File: src/rtl/video_pkg.sv
// Shared video-mode definitions: mode encodings, default mode-register address
// and the button debounce state encoding.
package video_pkg;

  // Monochrome switcher mode encodings
  localparam logic [1:0] MODE_COLOUR = 2'b00;
  localparam logic [1:0] MODE_GREEN  = 2'b01;
  localparam logic [1:0] MODE_AMBER  = 2'b10;
  localparam logic [1:0] MODE_BW     = 2'b11;

  // Default I/O address of the mode register
  localparam logic [15:0] DEFAULT_PORT_ADDR = 16'h03C3;

  // Button debounce FSM states
  typedef enum logic [1:0] {
    DbIdle,
    DbPressWait,
    DbHeld,
    DbRelWait
  } db_state_e;

  // Next mode in the step cycle; black-and-white wraps back to colour
  function automatic logic [1:0] next_mode(input logic [1:0] cur);
    logic [1:0] nxt;
    case (cur)
      MODE_COLOUR: nxt = MODE_GREEN;
      MODE_GREEN:  nxt = MODE_AMBER;
      MODE_AMBER:  nxt = MODE_BW;
      default:     nxt = MODE_COLOUR;
    endcase
    return nxt;
  endfunction

endpackage

File: src/rtl/btn_debounce.sv
// Panel button conditioner: 2-flop synchroniser, press/release debounce FSM
// and a single-cycle step pulse per accepted press.
module btn_debounce
  import video_pkg::*;
#(
  parameter int unsigned DEBOUNCE_CYCLES = 571428
) (
  input  logic clk_vga,
  input  logic rst_n,
  input  logic btn_n,
  output logic step
);

  localparam int unsigned CNT_W = (DEBOUNCE_CYCLES > 1) ? $clog2(DEBOUNCE_CYCLES) : 1;
  localparam logic [CNT_W-1:0] CNT_ONE  = CNT_W'(1);
  localparam logic [CNT_W-1:0] CNT_LAST = CNT_W'(DEBOUNCE_CYCLES - 1);

  logic             sync1_q;
  logic             sync2_q;
  logic             btn_low;
  db_state_e        state_q;
  logic [CNT_W-1:0] cnt_q;
  logic             step_q;

  // Saturating increment so a stalled compare can never wrap the counter
  function automatic logic [CNT_W-1:0] sat_inc(input logic [CNT_W-1:0] c);
    return (c == '1) ? c : c + CNT_ONE;
  endfunction

  // Synchronise the raw active-low button; reset to the released level
  always_ff @(posedge clk_vga or negedge rst_n) begin
    if (!rst_n) begin
      sync1_q <= 1'b1;
      sync2_q <= 1'b1;
    end else begin
      sync1_q <= btn_n;
      sync2_q <= sync1_q;
    end
  end

  assign btn_low = ~sync2_q;

  // Debounce FSM; the counter is loaded with 1 because the sample that
  // triggers the load already counts as the first stable cycle
  always_ff @(posedge clk_vga or negedge rst_n) begin
    if (!rst_n) begin
      state_q <= DbIdle;
      cnt_q   <= '0;
      step_q  <= 1'b0;
    end else begin
      step_q <= 1'b0;
      case (state_q)
        DbIdle: begin
          if (btn_low) begin
            cnt_q   <= CNT_ONE;
            state_q <= DbPressWait;
          end
        end
        DbPressWait: begin
          if (!btn_low) begin
            state_q <= DbIdle;
          end else if (cnt_q == CNT_LAST) begin
            step_q  <= 1'b1;
            state_q <= DbHeld;
          end else begin
            cnt_q <= sat_inc(cnt_q);
          end
        end
        DbHeld: begin
          if (!btn_low) begin
            cnt_q   <= CNT_ONE;
            state_q <= DbRelWait;
          end
        end
        DbRelWait: begin
          if (btn_low) begin
            state_q <= DbHeld;
          end else if (cnt_q == CNT_LAST) begin
            state_q <= DbIdle;
          end else begin
            cnt_q <= sat_inc(cnt_q);
          end
        end
        default: state_q <= DbIdle;
      endcase
    end
  end

  assign step = step_q;

endmodule

File: src/rtl/mono_mode_ctrl.sv
// Monochrome mode controller: arbitrates CPU writes, keyboard hotkey and panel
// button into a pending mode, committed to the video path at vsync start.
module mono_mode_ctrl
  import video_pkg::*;
#(
  parameter int unsigned DEBOUNCE_CYCLES = 571428,
  parameter logic [15:0] PORT_ADDR       = DEFAULT_PORT_ADDR,
  parameter logic        VSYNC_ACTIVE    = 1'b0
) (
  input  logic        clk_vga,
  input  logic        rst_n,
  input  logic        io_we,
  input  logic [15:0] io_addr,
  input  logic [7:0]  io_din,
  output logic [7:0]  io_dout,
  input  logic        hotkey,
  input  logic        btn_n,
  input  logic        vga_vsync,
  output logic [1:0]  mode,
  output logic        mode_pending
);

  logic       btn_step;
  logic       step_req;
  logic       cpu_wr;
  logic       commit;

  logic       vs_meta_q;
  logic       vs_sync_q;
  logic       vs_prev_q;
  logic [1:0] prime_q;

  logic [1:0] pending_q, pending_d;
  logic [1:0] mode_q, mode_d;
  logic       lock_q, lock_d;
  logic       mode_pending_q;

  logic       unused_din;

  btn_debounce #(
    .DEBOUNCE_CYCLES(DEBOUNCE_CYCLES)
  ) u_btn_debounce (
    .clk_vga(clk_vga),
    .rst_n  (rst_n),
    .btn_n  (btn_n),
    .step   (btn_step)
  );

  // Vsync synchroniser and edge register. The edge register holds the active
  // level until the synchroniser has been refilled after reset, so a pulse
  // already in progress at reset release never produces a commit.
  always_ff @(posedge clk_vga or negedge rst_n) begin
    if (!rst_n) begin
      vs_meta_q <= ~VSYNC_ACTIVE;
      vs_sync_q <= ~VSYNC_ACTIVE;
      vs_prev_q <= VSYNC_ACTIVE;
      prime_q   <= 2'b00;
    end else begin
      vs_meta_q <= vga_vsync;
      vs_sync_q <= vs_meta_q;
      prime_q   <= {prime_q[0], 1'b1};
      vs_prev_q <= prime_q[1] ? vs_sync_q : VSYNC_ACTIVE;
    end
  end

  assign commit   = (vs_sync_q == VSYNC_ACTIVE) && (vs_prev_q != VSYNC_ACTIVE);
  assign cpu_wr   = io_we && (io_addr == PORT_ADDR);
  // Coincident hotkey and button step merge into one step
  assign step_req = hotkey | btn_step;

  // Arbitration: CPU write beats a step; commit samples the old pending value
  always_comb begin
    pending_d = pending_q;
    lock_d    = lock_q;
    mode_d    = mode_q;
    if (commit) begin
      mode_d = pending_q;
    end
    if (cpu_wr) begin
      pending_d = io_din[1:0];
      lock_d    = io_din[7];
    end else if (step_req && !lock_q) begin
      pending_d = next_mode(pending_q);
    end
  end

  // Mode registers and the registered pending flag
  always_ff @(posedge clk_vga or negedge rst_n) begin
    if (!rst_n) begin
      pending_q      <= MODE_COLOUR;
      mode_q         <= MODE_COLOUR;
      lock_q         <= 1'b0;
      mode_pending_q <= 1'b0;
    end else begin
      pending_q      <= pending_d;
      mode_q         <= mode_d;
      lock_q         <= lock_d;
      mode_pending_q <= (pending_q != mode_q);
    end
  end

  // Readback is unqualified; the bus mux decodes the address
  assign io_dout      = {lock_q, 3'b000, pending_q, mode_q};
  assign mode         = mode_q;
  assign mode_pending = mode_pending_q;

  assign unused_din = ^io_din[6:2];

endmodule

File: config.mk
export PLATFORM = sky130hd
export DESIGN_NAME = mono_mode_ctrl
export DESIGN_NICKNAME = d
export VERILOG_FILES = /design/src/rtl/video_pkg.sv /design/src/rtl/btn_debounce.sv /design/src/rtl/mono_mode_ctrl.sv
export SDC_FILE = /design/constraint.sdc
export NUM_CORES = 1
export LEC_CHECK = 0
export BUFFER_PORTS_ARGS = -buffer_cell sky130_fd_sc_hd__buf_4
export CORE_UTILIZATION = 38
export DETAILED_ROUTE_END_ITERATION = 12
export HOLD_SLACK_MARGIN = 0.12
export PLACE_DENSITY = 0.64
export SYNTH_ARGS = -nofsm -noshare
export SYNTH_HDL_FRONTEND = slang
export SYNTH_SLANG_ARGS = --single-unit
File: constraint.sdc
create_clock -name clk_vga -period 3.1 [get_ports clk_vga]
set_input_delay 0 -clock clk_vga [delete_from_list [all_inputs] [get_ports clk_vga]]
set_output_delay 0 -clock clk_vga [all_outputs]
set_load 0.03 [all_outputs]
==> out/qor.yml, run 1 <==
design_area_mm2: 0.00247
nFillCells: 489
p_leak_nw: 1.03
fin_ws_ns: 0.560
multiInputGateArea_mm2: 0.00103
path_clk_slew_ns: 0.07
ir_drop_mv: 0.355
synth_cells: 211
synth_edf_count: 0
max_stage_delay_ns: 0.71
grt_pass1_wl_mm: 7.59
design.portCount: 41
final_cells: 315
end_kind: "register"
overflow: 0
fmax_mhz: 394
port_buffers: 32
seqCellArea_um2: 906
start_util_pct: 39.9
crit_fanout: 12
grt_antenna_before_repair: 0
synth_seq_area_share_pct: 43.9
netlist_area_mm2: 0.00207
crit_required_ns: 3.34
synth.most_common_cell: "dfrtp_1"
critPathKind: "register to register"
cts_tree: "built"
num_antenna_cells: 0
antenna_left: 0
numCtsBuffers: 5
status: "complete, no violations"
relSlewSlack_pct: 34.5
avgSynthCellArea_um2: 9.79
via_count: 1749
place_inst: 301
drive_above_1_share_pct: 26.9
synth_ff_type: "dfrtp_1"
synth-seq-cells: 36
grt_setup_unrepaired: "no"
synth_top_area_share_pct: 38.8
yosys-top-cells-area: "dfrtp_1, dfstp_2, nand2_1"
async_flop_share_pct: 100
firstDrtPassIters: 4
drt-total-wl_mm: 4.63
skew_ns: 0.00517
first_global_vias: 1556
cts_max_level: 2
drc: 0
final.setup.tns_ns: 0
cts_num_sinks: 36
die-area_mm2: 0.00574
yosysTopAreaCell: "dfrtp_1"
tightest_slew_ns: 0.976
grtUsageTotal_pct: 17.9
yosys_warnings: 0
postCtsHoldBufs: 6
clock_tree.root_cell: "clkbuf_8"
post_cts_buffers: 0
crit_slowest_cell: "or4_1"
cp-start-kind: "register"
timing.hold.ws_ns: 0.194
wire_per_inst_um: 14.7
nets: 277
path_cells: "ha_1 > nand3_1 > or4_1 > o22a_2 > o21ai_4 > a221o_2"
areaGrowthSynthToFinish_pct: 19.7
setup_viol: 0
dp_hpwl_mm: 3.18
timing.max_cap.violations: 0
synth_cell_types: 53
period_share_pct: 81.9
place_area_mm2: 0.00230
clk_latency_ns: 0.29
cp.arrival_ns: 2.78
gp_congestion: 0.795
drt_iter0_drc: 129
routed_via_density: 5.55
dpl_worst_slack_ns: 0.604
powerDensity_mw_per_mm2: 532
worstHoldPathType: "primary input to asynchronous set/reset pin"
cts_max_path_buffers: 2
core_area_mm2: 0.00517
grt_max_degree: 37
hold_violations: 0
die_y_um: 75.7
slew_viol_final: 0
post-route-min-period_ns: 2.54
die_x_um: 75.7
rows: 26
synth_commonest_cells: "dfrtp_1, nand2_1, nand4_1, o21ai_0, nand3_1"
ctsResizeCount: 0
through the flow:
stage          total power, mW  utilization (%)
2_1_floorplan            0.812                -
3_3_place_gp             0.900             44.5
3_5_place_dp             0.908             44.5
4_1_cts                   1.32             47.8
5_1_grt                   1.39             47.8
6_report                  1.32             47.8
cell usage in the layout (no fill, tap or decap), drive strengths merged, types with 4 or more instances in the layout:
cell type,n
dfrtp,32
o21ai,13
nand2,21
nand4,11
nand3,9
clkbuf,5
o41ai,4
or4,5
nor4b,5
dfstp,4
or3,4
conb,4
nor2,8
mux2,4
inv,5
nor3,8
dlygate4sd3,6
nor4,5
o31ai,4
buf,34
a21o,5
state kept, by name (all words and copies together) (netlist names), named ones only:
| signal | cells |
|---|---|
| vs_meta_q | 1 |
| mode_pending | 1 |
| u_btn_debounce.cnt_q | 20 |
| prime_q | 2 |
| u_btn_debounce.sync2_q | 1 |
| u_btn_debounce.step | 1 |
| vs_prev_q | 1 |
| pending_q | 2 |
| u_btn_debounce.sync1_q | 1 |
| u_btn_debounce.state_q | 1 |
| vs_sync_q | 1 |
| lock_q | 1 |
| mode | 2 |
power breakdown:
group,internal [mW],switching (mW),leakage [nW]
Combinational,0.148,0.175,0.507
Sequential,0.521,0.0594,0.465
Clock,0.238,0.175,0.0541
Total,0.906,0.409,1.03
cell families after synthesis:
| group | count (synthesis) | synth area share, % |
|---|---|---|
| AOI/OAI and AO/OA | 46 | 17.4 |
| xor gates and xnor gates | 3 | 1.27 |
| adders and majority gates | 3 | 1.82 |
| buffers and inverters | 21 | 6.48 |
| DFF | 36 | 43.9 |
| muxes | 4 | 2.18 |
| other | 2 | 0.364 |
| and+or+nand+nor | 96 | 26.6 |
metal layers:
metal	track usage, %	vias to the layer above	wire length, um
met1	25.1	844	2190
met2	27.5	41	2200
met4	7.61	0	51
met5	0	-	0
met3	3.04	7	183
li1	-	857	-
cell type report:
| cell class | count | area share [%] |
|---|---|---|
| well taps | 70 | 3.54 |
| repair buffers | 40 | 12.8 |
| multi-input cells | 156 | 41.8 |
| flip-flops and latches | 36 | 36.6 |
| clock buffers | 5 | 2.78 |
| inverters | 5 | 0.759 |
| clock inverters | 3 | 1.72 |
final timing paths:
path                                    startpoint  slack [ns]                       end  cells after the start
setup reg to reg           u_btn_debounce.cnt_q[0]        0.56  u_btn_debounce.cnt_q[19]                      6
hold / removal                               rst_n        0.19   u_btn_debounce.cnt_q[5]                      2
setup / recovery           u_btn_debounce.cnt_q[0]        0.56  u_btn_debounce.cnt_q[19]                      6
hold reg to reg                         prime_q[0]        0.36                prime_q[1]                      0
min in group clk_vga                    io_addr[0]        0.21              pending_q[1]                      3
max in group asynchronous                    rst_n        2.55    u_btn_debounce.sync1_q                      2
critical path, delay by kind of cell (launching register included):
family                     cells  cell delay (ns)
AOI/OAI and AO/OA              3             0.84
adders and majority gates      1             0.23
DFF                            1             0.42
and+or+nand+nor                2             0.99
No activity file was read; power rests on OpenSTA's default activity.
==> inputs of run 2 (changes only) <==
Settings changed: ABC_AREA set to 1, PLACE_DENSITY 0.64 to 0.63.
Clock period 3.1 ns to 2.4 ns, I/O delays scaled along.
==> out/qor.yml, run 2 <==
path_clk_slew_ns: 0.08
r2r_start: "u_btn_debounce.cnt_q[0]"
synth-seq-cells: 36
dr_wl_met2_mm: 2.16
cts_max_level: 2
worstHoldPathType: "primary input to register"
largest_register: "u_btn_debounce.cnt_q"
clock_tree.root_cell: "clkbuf_8"
cpLargestDelayFamily: "simple AND/OR/NAND/NOR gates"
fin_ws_ns: 0.490
clk_latency_ns: 0.29
cts_tree: "built"
rrSetupSlack_ns: 0.49
fmax_mhz: 523
cts_max_path_buffers: 2
grt_max_degree: 37
critPathBufInv: 0
dpl_worst_slack_ns: 0.473
r2r_cells: 9
nFillCells: 585
p_leak_nw: 1.36
wire_per_inst_um: 11.0
gp_congestion: 0.851
netlist_area_mm2: 0.00219
rows: 27
crit_required_ns: 2.64
final.setup.tns_ns: 0
synth_top_area_share_pct: 36.6
synth_seq_area_share_pct: 41.4
skew_ns: 0.00660
design.portCount: 41
yosysTopAreaCell: "dfrtp_1"
via_count: 1978
dr_wl_met3_um: 219
start_util_pct: 39.5
areaGrowthSynthToFinish_pct: 21.2
drt_iter0_drc: 74
end_kind: "register"
path_cells: "ha_1 > nand3_1 > nor2_1 > nand3_1 > nand2_2 > nand2_4 > nand2_2 > nand2_1 > nand2_1"
grt_setup_unrepaired: "no"
reg2reg_to: "u_btn_debounce.cnt_q[19]"
synth_commonest_cells: "nand2_1, nor2_1, dfrtp_1"
crit_fanout: 20
firstDrtPassIters: 4
drt-total-wl_mm: 4.77
postCtsHoldBufs: 8
core_area_mm2: 0.00554
antenna_left: 0
largest_reg_flops: 20
grt_antenna_before_repair: 0
grtUsageTotal_pct: 17.7
yosys_warnings: 0
cp.arrival_ns: 2.15
numCtsBuffers: 5
die_x_um: 77.9
powerDensity_mw_per_mm2: 636
crit_slowest_cell: "dfrtp_1"
dr.max_layer_used: "met4"
die-area_mm2: 0.00607
cp-start-kind: "register"
num_antenna_cells: 0
cts_num_sinks: 36
drc: 0
overflow: 0
ctsResizeCount: 0
yosys-top-cells-area: "dfrtp_1, nand2_1, nor2_1"
dp_hpwl_mm: 3.41
first_global_vias: 1886
synth_ff_type: "dfrtp_1"
hold_violations: 0
layout_common_cells: "nand2_1, nor2_1, buf_4"
post_cts_buffers: 0
tightest_slew_ns: 0.531
worstSetupStartpoint: "u_btn_debounce.cnt_q[0]"
multiInputGateArea_mm2: 0.00108
status: "complete, no violations"
synth.most_common_cell: "nand2_1"
relSlewSlack_pct: 64.6
synth_cells: 318
critPathKind: "register to register"
drive_above_1_share_pct: 17.2
synth_edf_count: 0
slew_viol_final: 0
seqCellArea_um2: 906
ir_drop_mv: 0.383
final_common_cell: "nand2_1"
async_flop_share_pct: 100
max_stage_delay_ns: 0.43
timing.max_cap.violations: 0
period_share_pct: 79.6
endpoint: "u_btn_debounce.cnt_q[19]"
setup_viol: 0
routed_via_density: 4.58
grt_pass1_wl_mm: 8.43
nets: 392
wl_met1_mm: 2.33
avgSynthCellArea_um2: 6.88
synth_cell_types: 31
cp.depth: 9
die_y_um: 77.9
port_buffers: 32
post-route-min-period_ns: 1.91
==> run 2: worst reg2reg max path, cell delays in order (launching register included) <==
cell and delay (ns):
dfrtp_1 0.43, ha_1 0.26, nand3_1 0.16, nor2_1 0.14, nand3_1 0.13, nand2_2 0.14, nand2_4 0.10, nand2_2 0.32
nand2_1 0.09, nand2_1 0.08
==> run 2: how the worst min path moves through the flow <==
| stage | startpoint | endpoint | slack (ns) | cells after the start |
|---|---|---|---|---|
| floorplan | rst_n | asynchronous set/reset pin | -0.30 | 0 |
| global placement | rst_n | u_btn_debounce.cnt_q[18] | -0.01 | 1 |
| detailed placement | rst_n | u_btn_debounce.cnt_q[18] | -0.009 | 1 |
| CTS | hotkey | pending_q[0] | 0.13 | 5 |
| global route | hotkey | pending_q[0] | 0.17 | 5 |
| finish | hotkey | pending_q[0] | 0.13 | 5 |
==> run 2: cell families (layout without fill, tap and decap cells) <==
logic type                 count (synthesis)  after routing  synth area share, %
other                                      2              4                0.343
AOI/OAI and AO/OA                         18             18                 4.46
buffers and inverters                     46             86                 9.66
and+or+nand+nor                          205            205                 39.2
DFF                                       36             36                 41.4
adders and majority gates                  3              3                 1.72
xor gates and xnor gates                   8              8                 3.20
==> run 2: per-layer routing <==
| layer | up-vias | track usage, % |
|---|---|---|
| li1 | 1059 | - |
| met3 | 7 | 3.65 |
| met5 | - | 0 |
| met2 | 47 | 29.4 |
| met1 | 865 | 22.0 |
| met4 | 0 | 7.92 |
==> run 2: stage by stage <==
step                      std cells  utilization (%)  total power, mW  cell area, um2  hold slack [ns]
after CTS                       432             47.9             1.71            2650            0.127
after detailed placement        416             44.5             1.16            2460         -0.00861
after floorplan                 320                -             1.02            2200           -0.296
final                           432             47.9             1.69            2650            0.134
after global placement          416             44.5             1.15            2460          -0.0117
after global routing            432             47.9             1.78            2650            0.173
==> run 2: final cells by class <==
type | count | share of cell area, %
Multi-Input combinational cell | 238 | 40.7
Clock buffer | 6 | 2.74
Clock inverter | 2 | 1.32
Inverter | 36 | 5.09
Timing Repair Buffer | 42 | 12.6
Tap cell | 72 | 3.40
Sequential cell | 36 | 34.2
==> run 2: report_power, final <==
part	leakage [nW]	switching (mW)	internal, mW	total [mW]
sequential	0.468	0.0588	0.666	0.725
combinational	0.832	0.250	0.180	0.430
clock	0.0552	0.223	0.308	0.531
total	1.36	0.532	1.15	1.69
==> inputs of run 3 (changes only) <==
Clock period 2.4 ns to 1.8 ns, I/O delays scaled along.
==> out/qor.yml, run 3 (synthesized netlist as in run 2, its figures left out) <==
nets: 398
grtUsageTotal_pct: 17.6
place_inst: 422
design.portCount: 41
r2r_cells: 9
seq_power_share_pct: 42.4
port_buffers: 32
critPathBufInv: 1
grt_max_degree: 37
min_from: "hotkey"
drt_iter0_drc: 147
hold_violations: 0
grt_setup_unrepaired: "no"
place_area_mm2: 0.00253
routed_via_density: 4.64
final_common_cell: "nand2_1"
cts_num_sinks: 36
layout_common_cells: "nand2_1, nor2_1, buf_4"
worstSetupStartpoint: "u_btn_debounce.cnt_q[1]"
cts_tree: "built"
num_antenna_cells: 0
min_to: "pending_q[0]"
ir_drop_mv: 0.617
crit_fanout: 10
wire_per_inst_um: 11.2
powerDensity_mw_per_mm2: 828
power_frac_clock_pct: 31.1
cts_max_path_buffers: 2
numCtsBuffers: 5
path_cells: "ha_1 > nand3_1 > nor2_1 > nand3_1 > nand2_2 > nand2_4 > nand2_2 > buf_12 > o21ai_1"
firstDrtPassIters: 4
overflow: 0
post-route-min-period_ns: 1.61
critPathKind: "register to register"
largest_register: "u_btn_debounce.cnt_q"
worstHoldPathType: "primary input to register"
drive_above_1_share_pct: 19.1
grt_pass1_wl_mm: 8.28
crit_slowest_cell: "dfrtp_1"
end_kind: "register"
cpLargestDelayFamily: "simple AND/OR/NAND/NOR gates"
cts_max_level: 2
core_area_mm2: 0.00554
min_path_cells: 5
timing.max_cap.violations: 0
swShare_pct: 31.1
fmax_mhz: 622
largest_reg_flops: 20
switching_power_mw: 0.703
period_share_pct: 89.4
drc: 0
cp-start-kind: "register"
slew_viol_final: 0
rrSetupSlack_ns: 0.19
first_global_vias: 1862
post_cts_buffers: 0
die-area_mm2: 0.00607
die_x_um: 77.9
antenna_left: 0
status: "complete, no violations"
final_cells: 438
grt_antenna_before_repair: 0
areaGrowthSynthToFinish_pct: 24.6
rows: 27
design_area_mm2: 0.00273
path_clk_slew_ns: 0.07
die_y_um: 77.9
r2r_start: "u_btn_debounce.cnt_q[1]"
cp.arrival_ns: 1.77
p_comb_share_pct: 26.6
intPower_mw: 1.56
via_count: 2031
reg2reg_to: "u_btn_debounce.cnt_q[0]"
clock_tree.root_cell: "clkbuf_8"
drt-total-wl_mm: 4.89
p_leak_nw: 1.39
skew_ns: 0.00771
max_stage_delay_ns: 0.37
crit_required_ns: 1.96
clk_latency_ns: 0.29
final.setup.tns_ns: 0
start_util_pct: 39.5
dp_hpwl_mm: 3.55
gp_congestion: 0.839
setup_viol: 0
## run 3: cell types whose count changed in the layout (fill, tap and decap cells not counted), sizes merged
cell / change
buf: +6
## run 3: final cells by class
type | count | area, um2
inverter | 36 | 135
timing repair buffer | 48 | 405
clock buffer | 6 | 72.6
fill | 557 | 2810
multi-input combinational | 238 | 1080
sequential | 36 | 906
tap | 72 | 90.1
clock inverter | 2 | 35.0
## run 3: worst max-delay path by stage
| stage | endpoint | slack, ns | cells past startpoint |
|---|---|---|---|
| 6_report | u_btn_debounce.cnt_q[0] | 0.19 | 9 |
| 5_1_grt | u_btn_debounce.cnt_q[19] | 0.01 | 9 |
| 4_1_cts | u_btn_debounce.cnt_q[18] | 0.16 | 10 |
| 3_5_place_dp | u_btn_debounce.cnt_q[18] | 0.16 | 10 |
| 3_3_place_gp | u_btn_debounce.cnt_q[18] | 0.20 | 10 |
| 2_1_floorplan | u_btn_debounce.cnt_q[9] | 0.30 | 10 |
## run 3: worst min-delay path, cell delays in order
cell	delay, ns
buf_4	0.11
nor2_1	0.07
o21ai_1	0.09
nand2_1	0.07
nand2_1	0.04
## run 3: power by group through the flow
stage          Sequential, mW  Clock, mW  Combinational [mW]
3_5_place_dp            0.975          0               0.598
6_report                0.957      0.702               0.600
3_3_place_gp            0.973          0               0.584
2_1_floorplan            1.07          0               0.292
5_1_grt                 0.974      0.755               0.667
4_1_cts                 0.959      0.725               0.609
## run 3: routing by layer
metal	GRT usage (%)	share of wire [%]	up-vias
met5	0	0	-
met4	6.79	1.1	0
met3	2.94	6.2	5
met2	28.3	46	59
met1	23.4	47	906
li1	-	-	1061
## run 3: through the flow
step / util [%] / hold WS [ns] / worst slack, ns / total power, mW
6_report: 49.2 / 0.134 / 0.191 / 2.26
5_1_grt: 49.2 / 0.167 / 0.00991 / 2.40
4_1_cts: 49.1 / 0.124 / 0.164 / 2.29
3_5_place_dp: 45.8 / -0.0126 / 0.161 / 1.57
3_3_place_gp: 45.8 / -0.0133 / 0.201 / 1.56
2_1_floorplan: - / -0.296 / 0.299 / 1.36
## run 3: repair_timing
action	in CTS	in global routing
endpoints found under the setup margin	0	3
hold buffers	8	0
resized for setup	0	2
hold endpoints to repair	41	0
